--- src/rtl/sram_uart_frame_tx.sv ---
// Fetches a run of 16-bit SRAM words and streams them to the UART as a
// framed packet: HEADER, LEN, data bytes (high byte first), 8-bit checksum.
module sram_uart_frame_tx #(
  parameter int unsigned ADDR_W = 18,
  parameter logic [7:0]  HEADER = 8'h5A
) (
  input  logic              i_clk_sys,
  input  logic              i_rst_n,
  input  logic              i_req_valid,
  input  logic [ADDR_W-1:0] i_req_addr,
  input  logic [7:0]        i_req_len,
  output logic              o_req_ready,
  output logic              o_sram_rd_en,
  output logic [ADDR_W-1:0] o_sram_addr,
  input  logic [15:0]       i_sram_rd_data,
  output logic [7:0]        o_uart_data,
  output logic              o_uart_valid,
  input  logic              i_uart_ready,
  output logic              o_busy
);

  typedef enum logic [2:0] {
    StIdle, StHdr, StLen, StRd, StCap, StDhi, StDlo, StSum
  } state_e;

  state_e            state_q, state_d;
  logic [ADDR_W-1:0] addr_q, addr_d;
  logic [7:0]        len_q, len_d;
  logic [7:0]        remain_q, remain_d;
  logic [7:0]        sum_q, sum_d;
  logic [7:0]        data_q, data_d;
  logic [7:0]        lo_q, lo_d;
  logic              valid_q, valid_d;
  logic              accept;

  assign accept = valid_q && i_uart_ready;

  always_comb begin
    state_d  = state_q;
    addr_d   = addr_q;
    len_d    = len_q;
    remain_d = remain_q;
    sum_d    = sum_q;
    data_d   = data_q;
    lo_d     = lo_q;
    valid_d  = valid_q;
    unique case (state_q)
      StIdle: begin
        if (i_req_valid) begin
          addr_d   = i_req_addr;
          len_d    = i_req_len;
          remain_d = i_req_len;
          sum_d    = 8'h00;
          valid_d  = 1'b1;
          data_d   = HEADER;
          state_d  = StHdr;
        end
      end
      StHdr: begin
        if (accept) begin
          data_d  = len_q;
          state_d = StLen;
        end
      end
      StLen: begin
        if (accept) begin
          sum_d = sum_q + data_q;
          if (len_q != 8'h00) begin
            valid_d = 1'b0;
            state_d = StRd;
          end else begin
            data_d  = sum_q + data_q;
            state_d = StSum;
          end
        end
      end
      StRd: state_d = StCap;
      StCap: begin
        // High byte goes straight into the output register; only the low byte is buffered.
        lo_d     = i_sram_rd_data[7:0];
        data_d   = i_sram_rd_data[15:8];
        valid_d  = 1'b1;
        addr_d   = addr_q + ADDR_W'(1);
        remain_d = remain_q - 8'h01;
        state_d  = StDhi;
      end
      StDhi: begin
        if (accept) begin
          sum_d   = sum_q + data_q;
          data_d  = lo_q;
          state_d = StDlo;
        end
      end
      StDlo: begin
        if (accept) begin
          sum_d = sum_q + data_q;
          if (remain_q != 8'h00) begin
            valid_d = 1'b0;
            state_d = StRd;
          end else begin
            data_d  = sum_q + data_q;
            state_d = StSum;
          end
        end
      end
      StSum: begin
        if (accept) begin
          valid_d = 1'b0;
          state_d = StIdle;
        end
      end
      default: state_d = StIdle;
    endcase
  end

  always_ff @(posedge i_clk_sys or negedge i_rst_n) begin
    if (!i_rst_n) begin
      state_q  <= StIdle;
      addr_q   <= '0;
      len_q    <= 8'h00;
      remain_q <= 8'h00;
      sum_q    <= 8'h00;
      data_q   <= 8'h00;
      lo_q     <= 8'h00;
      valid_q  <= 1'b0;
    end else begin
      state_q  <= state_d;
      addr_q   <= addr_d;
      len_q    <= len_d;
      remain_q <= remain_d;
      sum_q    <= sum_d;
      data_q   <= data_d;
      lo_q     <= lo_d;
      valid_q  <= valid_d;
    end
  end

  assign o_req_ready  = (state_q == StIdle);
  assign o_busy       = (state_q != StIdle);
  assign o_sram_rd_en = (state_q == StRd);
  assign o_sram_addr  = addr_q;
  assign o_uart_data  = data_q;
  assign o_uart_valid = valid_q;

endmodule

--- config.mk ---
export PLATFORM = sky130hd
export DESIGN_NAME = sram_uart_frame_tx
export DESIGN_NICKNAME = d
export VERILOG_FILES = /design/src/rtl/sram_uart_frame_tx.sv
export SDC_FILE = /design/constraint.sdc
export NUM_CORES = 1
export LEC_CHECK = 0
export BUFFER_PORTS_ARGS = -buffer_cell sky130_fd_sc_hd__buf_4
export CAP_MARGIN = 20
export CELL_PAD_IN_SITES_DETAIL_PLACEMENT = 1
export CELL_PAD_IN_SITES_GLOBAL_PLACEMENT = 1
export CORE_ASPECT_RATIO = 1.5
export CORE_MARGIN = 1
export CORE_UTILIZATION = 40
export DETAILED_ROUTE_END_ITERATION = 16
export GPL_ROUTABILITY_DRIVEN = 0
export GPL_TIMING_DRIVEN = 0
export PLACE_DENSITY = 0.86
export SYNTH_ARGS = -nofsm -noshare
export SYNTH_HDL_FRONTEND = slang
export SYNTH_SLANG_ARGS = --single-unit
--- constraint.sdc ---
create_clock -name i_clk_sys -period 3.85 [get_ports i_clk_sys]
set_input_delay 0.385 -clock i_clk_sys [delete_from_list [all_inputs] [get_ports i_clk_sys]]
set_output_delay 0.385 -clock i_clk_sys [all_outputs]
set_load 0.1 [all_outputs]
* Yosys cells after proc, flatten, opt, wreduce, memory -nomap -nowiden
Index checks and enable logic that the tools add are counted.
** Storage, ports and cells
- Bits in latches :: 0
- RAM bits :: 0
- Memories :: 0
- Word-level logic and storage cells :: 76
- Bits in registers :: 62
- ROM bits :: 0
** Operators by class
- Divide/modulo/power cells :: 0
- Muxes and demuxes :: 31
- Multiply operators :: 0
- Equality and inequality tests :: 18
- Bitwise gates (word level) :: 0
- $add $sub $neg :: 3
- Order comparisons :: 0
- Shift-type cells :: 0
- Reduce and logical (&&, ||, !) cells :: 16
** Operators with widths (number)
- 8-bit 2-to-1 mux :: 10
- 8-bit case mux with 6 select lines :: 1
- 18-bit case mux with 2 select lines :: 1
- 8-bit case mux with 2 select lines :: 2
- 3-bit 2-to-1 mux :: 8
- 3-bit case mux with 8 select lines :: 1
- 2-bit inequality test, second input constant :: 10
- 18-bit by 1-bit adder with 18-bit output, second input constant :: 1
- 18-bit 2-to-1 mux :: 1
- 8-bit nonzero test :: 2
- 3-bit equality test, second input constant :: 4
- 8-bit adder :: 1
- 8-bit AND reduction :: 1
- 8-bit by 1-bit subtractor with 8-bit output, second input constant :: 1
- 7-bit AND reduction :: 1
- 3-bit by 2-bit equality test with 1-bit output, second input constant :: 2
- 1-bit 2-to-1 mux :: 6
- 6-bit AND reduction :: 1
- 6-bit nonzero test :: 1
- 1-bit case mux with 5 select lines :: 1
- 5-bit nonzero test :: 1
- 2-bit AND reduction :: 2
- 2-bit nonzero test :: 2
- 3-bit by 1-bit equality test with 1-bit output, second input constant :: 1
- other kinds (6) :: 6

* Longest topological paths before layout
Gate-level depths: netlist (run 1).
- Depth after elaboration :: 4
- Gate-level depth with buffers :: 9

* Least setup slack after synthesis (run 1)
Ideal clock, no wire load.
- Path kind :: reg-to-reg
- Start point :: reg state_q[0]
- End point :: reg addr_q[2], in the netlist o_sram_addr[2]
- Setup slack :: 0.467 ns
- Cell stages (with the launch flop) :: 9
- Data required time :: 3.723 ns
- Clock period less this slack :: 3.383 ns
- Arrival time :: 3.256 ns
- Library setup time :: 0.127 ns
- Path through :: dfrtp_1 -> inv_1 -> ha_1 -> nand2b_1 -> inv_1 -> and2_1 -> clkbuf_1 -> clkbuf_1 -> a221o_1
** On the way
- Cells in the longest elaborated chain, start to end :: 3
- Elaborated cells on any way between the ends :: 6
** Ends and longest elaborated chain
- start: declaration :: line 26 : state_e state_q, state_d;
- start signal: assignment :: line 118 : state_q <= StIdle;
- start signal: assignment :: line 127 : state_q <= state_d;
- 3-bit logical NOT *
- via o_req_ready :: line 12 : output logic o_req_ready,
- 2-bit inequality test (no line) or 2-bit nonzero test (tied branches)
- 2-bit AND reduction (no line)
- end signal: assignment :: line 128 : addr_q <= addr_d;
- end: declaration :: line 27 : logic [ADDR_W-1:0] addr_q, addr_d;
The timed path passes the listed nets; every way through them passes the cells marked *.
A chain may end at the register's enable or synchronous reset.

* Worst setup path in the final report (run 1)
- Start point :: reg state_q[0]
- End point :: reg addr_q[4], in the netlist o_sram_addr[4]
** On the way
- Cells in the longest elaborated chain, start to end :: 3
- Elaborated cells on any way between the ends :: 6
** Ends and longest elaborated chain
- 3-bit equality test or 3-bit logical NOT (tied branches) :: line 47 : unique case (state_q)
- 2-bit nonzero test (no line) or 2-bit inequality test (tied branches)
- 2-bit AND reduction (no line)
Several ways; a longest one is shown, not always the timed one.

==> results of run 1 <==
worst max-delay path: cells and delay by family, from the launching register on:
kind	cells	cell delay (ns)
AOI/OAI and AO/OA	1	0.16
and+or+nand+nor	3	0.32
DFF	1	0.43
adders and majority gates	1	0.29
buffers and inverters	4	1.18
registers in the layout, summed over array words and instances (netlist names):
register / flops
o_sram_addr: 18
o_uart_data: 8
state_q: 3
o_uart_valid: 1
len_q: 8
remain_q: 8
lo_q: 8
sum_q: 8
power groups by stage:
| stage | Combinational (mW) | Sequential, mW | Clock, mW |
|---|---|---|---|
| finish | 0.0520 | 0.652 | 0.830 |
| detailed placement | 0.0528 | 0.664 | 0 |
| CTS | 0.0530 | 0.652 | 0.834 |
| global placement | 0.0520 | 0.664 | 0 |
| global route | 0.0566 | 0.652 | 0.864 |
| floorplan | 0.000636 | 0.664 | 0 |
metrics by stage:
step / setup slack (ns) / power [mW] / hold slack (ns)
after floorplan: 0.467 / 0.664 / 0.0894
after global placement: 1.46 / 0.716 / 0.455
after detailed placement: 1.39 / 0.716 / 0.479
after CTS: 1.35 / 1.54 / 0.192
after global routing: 1.18 / 1.57 / 0.228
final: 1.35 / 1.53 / 0.149
logic make-up after synthesis:
| group | count (synthesis) | synth area share (%) |
|---|---|---|
| mux | 4 | 1.19 |
| buf+inv | 35 | 3.75 |
| flops | 62 | 43.4 |
| fa+ha+maj | 16 | 5.81 |
| simple gates | 171 | 21.5 |
| xor+xnor | 3 | 0.735 |
| compound gates | 116 | 23.7 |
worst paths after layout:
check / from / to / slack [ns]
min in group i_clk_sys: i_sram_rd_data[5] / lo_q[5] / 0.24
max in group asynchronous: i_rst_n / o_uart_valid / 3.14
worst min register to register: lo_q[0] / lo_q[0] / 0.49
worst max-delay path: state_q[0] / o_sram_addr[4] / 1.35
worst max register to register: state_q[0] / o_sram_addr[4] / 1.35
worst min-delay path: i_rst_n / sum_q[7] / 0.15
Yosys cell counts, types with 2 or more instances:
cell type  number
o211ai_1       12
and3_1          3
nand4_1         3
nor2b_1         3
mux2i_1         2
a211oi_1        3
a21oi_1        19
o31ai_1         2
or2_2           3
nand2b_1        5
buf_2           2
a22o_1          9
buf_1           2
or3_1           2
nor3_1          8
o2111ai_1       2
a222oi_1        2
o21ai_0        17
o311ai_0        4
a221o_1         7
o31a_1          2
dfrtp_1        62
ha_1           15
a221oi_1        2
inv_1          15
o21a_1          3
nand2_1        87
nand3_1        18
mux2_2          2
and2_1          3
clkbuf_1       16
a22oi_1         4
xor2_1          2
nor3b_1         2
a311oi_1        5
o22ai_1         7
nor2_1         29
a21o_1          2
final cells by class:
type                       instances  area [sq um]
fill                            1040          3940
inverter                          15          56.3
sequential                        62          1550
tap                              107           134
timing repair buffer              75           563
multi-input combinational        310          1890
clock buffer                      13           260
buffer                            20          77.6
clock inverter                     3          42.5
metal layers:
metal  track usage [%]  routed length, microns
met1              27.6                    4300
met2              48.7                    6300
met3              4.65                     492
met4              13.2                     401
met5                 0                       0
==> run_results.csv, run 1 <==
group,metric,value,unit
worst_setup_path,critical_path.cell_chain,"inv_1, ha_1, and2_0, clkbuf_1, buf_2, buf_1, nand2_1, a21oi_1, nor2_1",
floorplan,floorplan.die.width,79.2,microns
floorplan,floorplan.rows,41,
worst_setup_path,path_class,"reg -> reg",
sta,timing.max_slew.rel_slack,44.1,%
power_and_ir_drop,total_switching_power,0.317,mW
worst_setup_path,setup.worst_path.start_class,"register",
finish,finalCoreUtilization,53.7,%
worst_setup_path,critical_path.endpoint_type,"register",
routing,avgViaCountPerCell,5.86,
clock_network,ctsResizeCount,0,
sta,final_min_period_over_clock_period,65.0,%
floorplan,floorplan.core_area,8520,sq um
routing,detail_route.wirelength,11500,microns
finish,nets,555,
power_and_ir_drop,power.clock.fraction,54.1,%
power_and_ir_drop,cell_int_power,1.22,mW
worst_setup_path,critPathSlowestCell,"buf_1",
clock_network,cts_made_buffers,9,
clock_network,clock_latency,0.33,ns
clock_network,cts.reportedPaths.clkPinSlew,0.05,ns
floorplan,io_pins,76,
logic_synthesis,synth-warning-count,0,
clock_network,ctsLongestPathBuffers,2,
finish,antennaDiodeCount,0,
clock_network,numClockSinks,62,
worst_setup_path,cpPeakStageDelay,0.48,ns
sta,setup-violations-final,0,
worst_setup_path,worstPathMaxFanout,10,
sta,skew,0.00882,ns
routing,final_antenna_net_count,0,
logic_synthesis,synth.avg_cell_area,8.78,sq um
clock_network,h-tree-depth,3,
logic_synthesis,post_synth_num_cell_types,59,
clock_network,cts_tree,"yes",
sta,final.setup.tns,0,ns
logic_synthesis,postSynth.topFlopCell,"dfrtp_1",
worst_setup_path,worst_ep_required_time,4.07,ns
power_and_ir_drop,power_density,335,nW/um^2
power_and_ir_drop,power.static_leakage,2.09,nW
status,outcome,"finished clean",
global_routing,overflow,0,
place,portBuffers,75,
sta,maxSlewViolCount,0,
power_and_ir_drop,vdd_drop_max,0.281,mV
power_and_ir_drop,comb_power_share,3.4,%
routing,drt_pre_antenna_iters,4,
floorplan,die_area,9330,sq um
finish,final_layout_size_suffix_gt1_share,20.1,%
global_routing,antenna_violations_before_repair,0,
clock_network,clock_tree.root_cell,"clkbuf_16",
worst_setup_path,cp_data_arrival_time,2.72,ns
floorplan,initial_utilization,42.0,%
sta,unrepaired_setup_endpoints_after_global_routing,"no",
logic_synthesis,synthCells,407,
logic_synthesis,synth-edff-count,0,
routing,num_vias,3546,
finish,mostFrequentLayoutCells,"nand2_1 (87), buf_4 (75), dfrtp_1 (62)",
sta,max_freq,399,MHz
place,place_inst,589,
finish,final_area,4570,sq um
place,detailedPlacementHpwl,8730,microns
clock_network,post_cts_buffers,0,
routing,drtIter0Drc,173,
place,placed_area,4270,sq um
logic_synthesis,post-synth-top-area-cell,"dfrtp_1",
finish,final_cells,605,
logic_synthesis,synth-seq-area-share,43.4,%
global_routing,grt_max_degree,63,
sta,period_needed,2.50,ns
global_routing,grt_pass1_vias,3912,
power_and_ir_drop,sw_frac_of_total,20.7,%
worst_setup_path,ff2ff_path_depth,9,
global_routing,global_route_wire_length_before_repair,19000,microns
logic_synthesis,ys_async_sr_fraction,100,%
routing,drc,0,
logic_synthesis,syn_nets,469,
routing,route.detailed.wl_per_inst,19.0,microns
run,max-cap-violations,0,
global_routing,track_usage,26.3,%
finish,most_frequent_standard_cell_in_the_layout_excluding_fill_and_tap_cells,"nand2_1",
logic_synthesis,syn-cell-area,3570,sq um
floorplan,dieHeight,118,microns
logic_synthesis,yosys-top-cells-area,"dfrtp_1 (43%), nand2_1 (9.1%), ha_1 (5.3%)",
logic_synthesis,ys_seq_elements,62,
clock_network,postCtsHoldBufs,0,
sta,worst_slew_pin_slew,0.838,ns
power_and_ir_drop,seqPwrFrac,42.5,%
finish,syn_to_final_growth,28.0,%
min_path,hp-class,"in -> async",
sta,report.final.hold_viol_count,0,
logic_synthesis,post-synth-top-area-fraction,43.4,%
No activity file was read; power rests on OpenSTA's default activity.
==> inputs of run 2 (changes only) <==
- CORE_UTILIZATION: 40 -> 37
- PLACE_DENSITY: 0.86 -> 0.84
- clock period: 3.85 -> 2.2 ns (I/O delays scaled with it)
==> run_results.csv, run 2 (same netlist as run 1, synthesis figures left out) <==
group,metric,value,unit
status,outcome,"finished, violations left",
finish,final_layout_size_suffix_gt1_share,28.4,%
power_and_ir_drop,power_density,533,nW/um^2
finish,nets,555,
sta,max_freq,465,MHz
sta,maxSlewViolCount,0,
routing,avgViaCountPerCell,5.87,
routing,drc,0,
global_routing,antenna_violations_before_repair,0,
floorplan,initial_utilization,38.4,%
power_and_ir_drop,vdd_drop_max,0.397,mV
worst_setup_path,worstPathMaxFanout,3,
clock_network,ctsLongestPathBuffers,2,
worst_setup_path,setup.worst_path.start_class,"register",
floorplan,io_pins,76,
finish,finalCoreUtilization,50.3,%
global_routing,grt_max_degree,63,
finish,syn_to_final_growth,30.9,%
floorplan,floorplan.die.width,82.3,microns
worst_setup_path,cpPeakStageDelay,0.49,ns
routing,detail_route.wirelength,12000,microns
clock_network,clock_latency,0.33,ns
min_path,hp-class,"in -> async",
clock_network,clock_tree.root_cell,"clkbuf_16",
finish,mostFrequentLayoutCells,"nand2_1 (85), buf_4 (77), dfrtp_1 (47)",
status,failed_checks,"hold timing",
worst_setup_path,worst_ep_required_time,2.42,ns
worst_setup_path,critical_path.cell_chain,"ha_4, inv_1, fa_2, nor2b_1, o31a_1, o21a_1, or3_1, a32o_1",
run,max-cap-violations,0,
sta,unrepaired_setup_endpoints_after_global_routing,"no",
global_routing,global_route_wire_length_before_repair,19300,microns
floorplan,floorplan.core_area,9310,sq um
routing,final_antenna_net_count,0,
sta,worst_slew_pin_slew,0.845,ns
global_routing,track_usage,25.7,%
worst_setup_path,path_class,"reg -> reg",
clock_network,numClockSinks,62,
finish,largest_reg_flops,18,
floorplan,floorplan.rows,43,
floorplan,die_area,10100,sq um
sta,setup-violations-final,0,
sta,final_min_period_over_clock_period,97.7,%
global_routing,overflow,0,
routing,drtIter0Drc,151,
clock_network,cts.reportedPaths.clkPinSlew,0.05,ns
sta,period_needed,2.15,ns
sta,timing.max_slew.rel_slack,43.7,%
place,detailedPlacementHpwl,8800,microns
global_routing,grt_pass1_vias,3991,
floorplan,dieHeight,122,microns
sta,report.final.hold_viol_count,14,
sta,hold_slack,-0.0339,ns
clock_network,cts_made_buffers,9,
routing,route.detailed.wl_per_inst,19.7,microns
power_and_ir_drop,power.static_leakage,2.09,nW
clock_network,cts_tree,"yes",
place,portBuffers,75,
worst_setup_path,critPathSlowestCell,"dfrtp_4",
worst_setup_path,cp_data_arrival_time,2.37,ns
worst_setup_path,critical_path.endpoint_type,"register",
routing,num_vias,3566,
sta,skew,0.00393,ns
finish,antennaDiodeCount,0,
finish,most_frequent_standard_cell_in_the_layout_excluding_fill_and_tap_cells,"nand2_1",
clock_network,h-tree-depth,3,
routing,drt_pre_antenna_iters,5,
-- run 2: changes by cell type in the layout (fill, tap and decap cells not counted), moves of 4 or more --
cell,delta
clkbuf_2,+6
dfrtp_1,-15
ha_1,-4
clkbuf_1,-8
dfrtp_2,+12
-- run 2: path summary, 6_finish.rpt --
path | startpoint | end | slack (ns) | cells after the start
max | o_uart_data[0] | sum_q[6] | 0.05 | 8
min | i_rst_n | o_sram_addr[12] | -0.03 | 1
max reg2reg | o_uart_data[0] | sum_q[6] | 0.05 | 8
min reg2reg | lo_q[5] | lo_q[5] | 0.48 | 2
max in group asynchronous | i_rst_n | o_uart_data[2] | 1.56 | 1
min in group i_clk_sys | i_sram_rd_data[1] | lo_q[1] | 0.09 | 3
-- run 2: cell type report --
| class | instances | area, sq um |
|---|---|---|
| fill | 1102 | 4630 |
| multi-input combinational | 310 | 1970 |
| sequential | 62 | 1580 |
| timing repair buffer | 76 | 571 |
| clock buffer | 12 | 246 |
| tap | 112 | 140 |
| buffer | 19 | 98.8 |
| inverter | 15 | 60.1 |
| clock inverter | 2 | 10.0 |
-- run 2: critical path, delay by kind of cell, from the launching register on --
family	cells	cell delay, ns
compound gates	3	0.72
flops	1	0.49
simple gates	2	0.39
fa+ha+maj	2	0.38
buf+inv	1	0.06
-- run 2: what timing repair did --
| action | CTS | global route |
|---|---|---|
| buffers inserted | 1 | 0 |
| hold buffers | 0 | 0 |
| setup endpoints to repair | 29 | 24 |
| pin swaps | 1 | 0 |
| gates resized for setup | 6 | 13 |
-- run 2: through the flow --
step / cells / cell area [sq um] / power (mW) / setup WS (ns) / setup TNS, ns
detailed placement: 594 / 4370 / 1.25 / -0.244 / -1.56
global route: 608 / 4680 / 2.56 / 0.000582 / 0
finish: 608 / 4680 / 2.49 / 0.0509 / 0
floorplan: 407 / 3670 / 1.16 / -0.274 / -5.50
global placement: 594 / 4370 / 1.25 / -0.158 / -0.504
CTS: 608 / 4650 / 2.52 / 0.00159 / 0
-- run 2: routing by layer --
layer	wire (microns)	GRT usage, %	share of wire (%)
met1	4470	26.9	37
met2	6640	48.7	56
met3	504	4.68	4.2
met4	341	10.5	2.9
met5	0	0	0
-- run 2: report_power, final --
group / internal [mW] / total, mW / switching (mW)
clock: 0.776 / 1.26 / 0.485
combinational: 0.0508 / 0.0915 / 0.0407
sequential: 1.14 / 1.14 / 0
total: 1.97 / 2.49 / 0.526
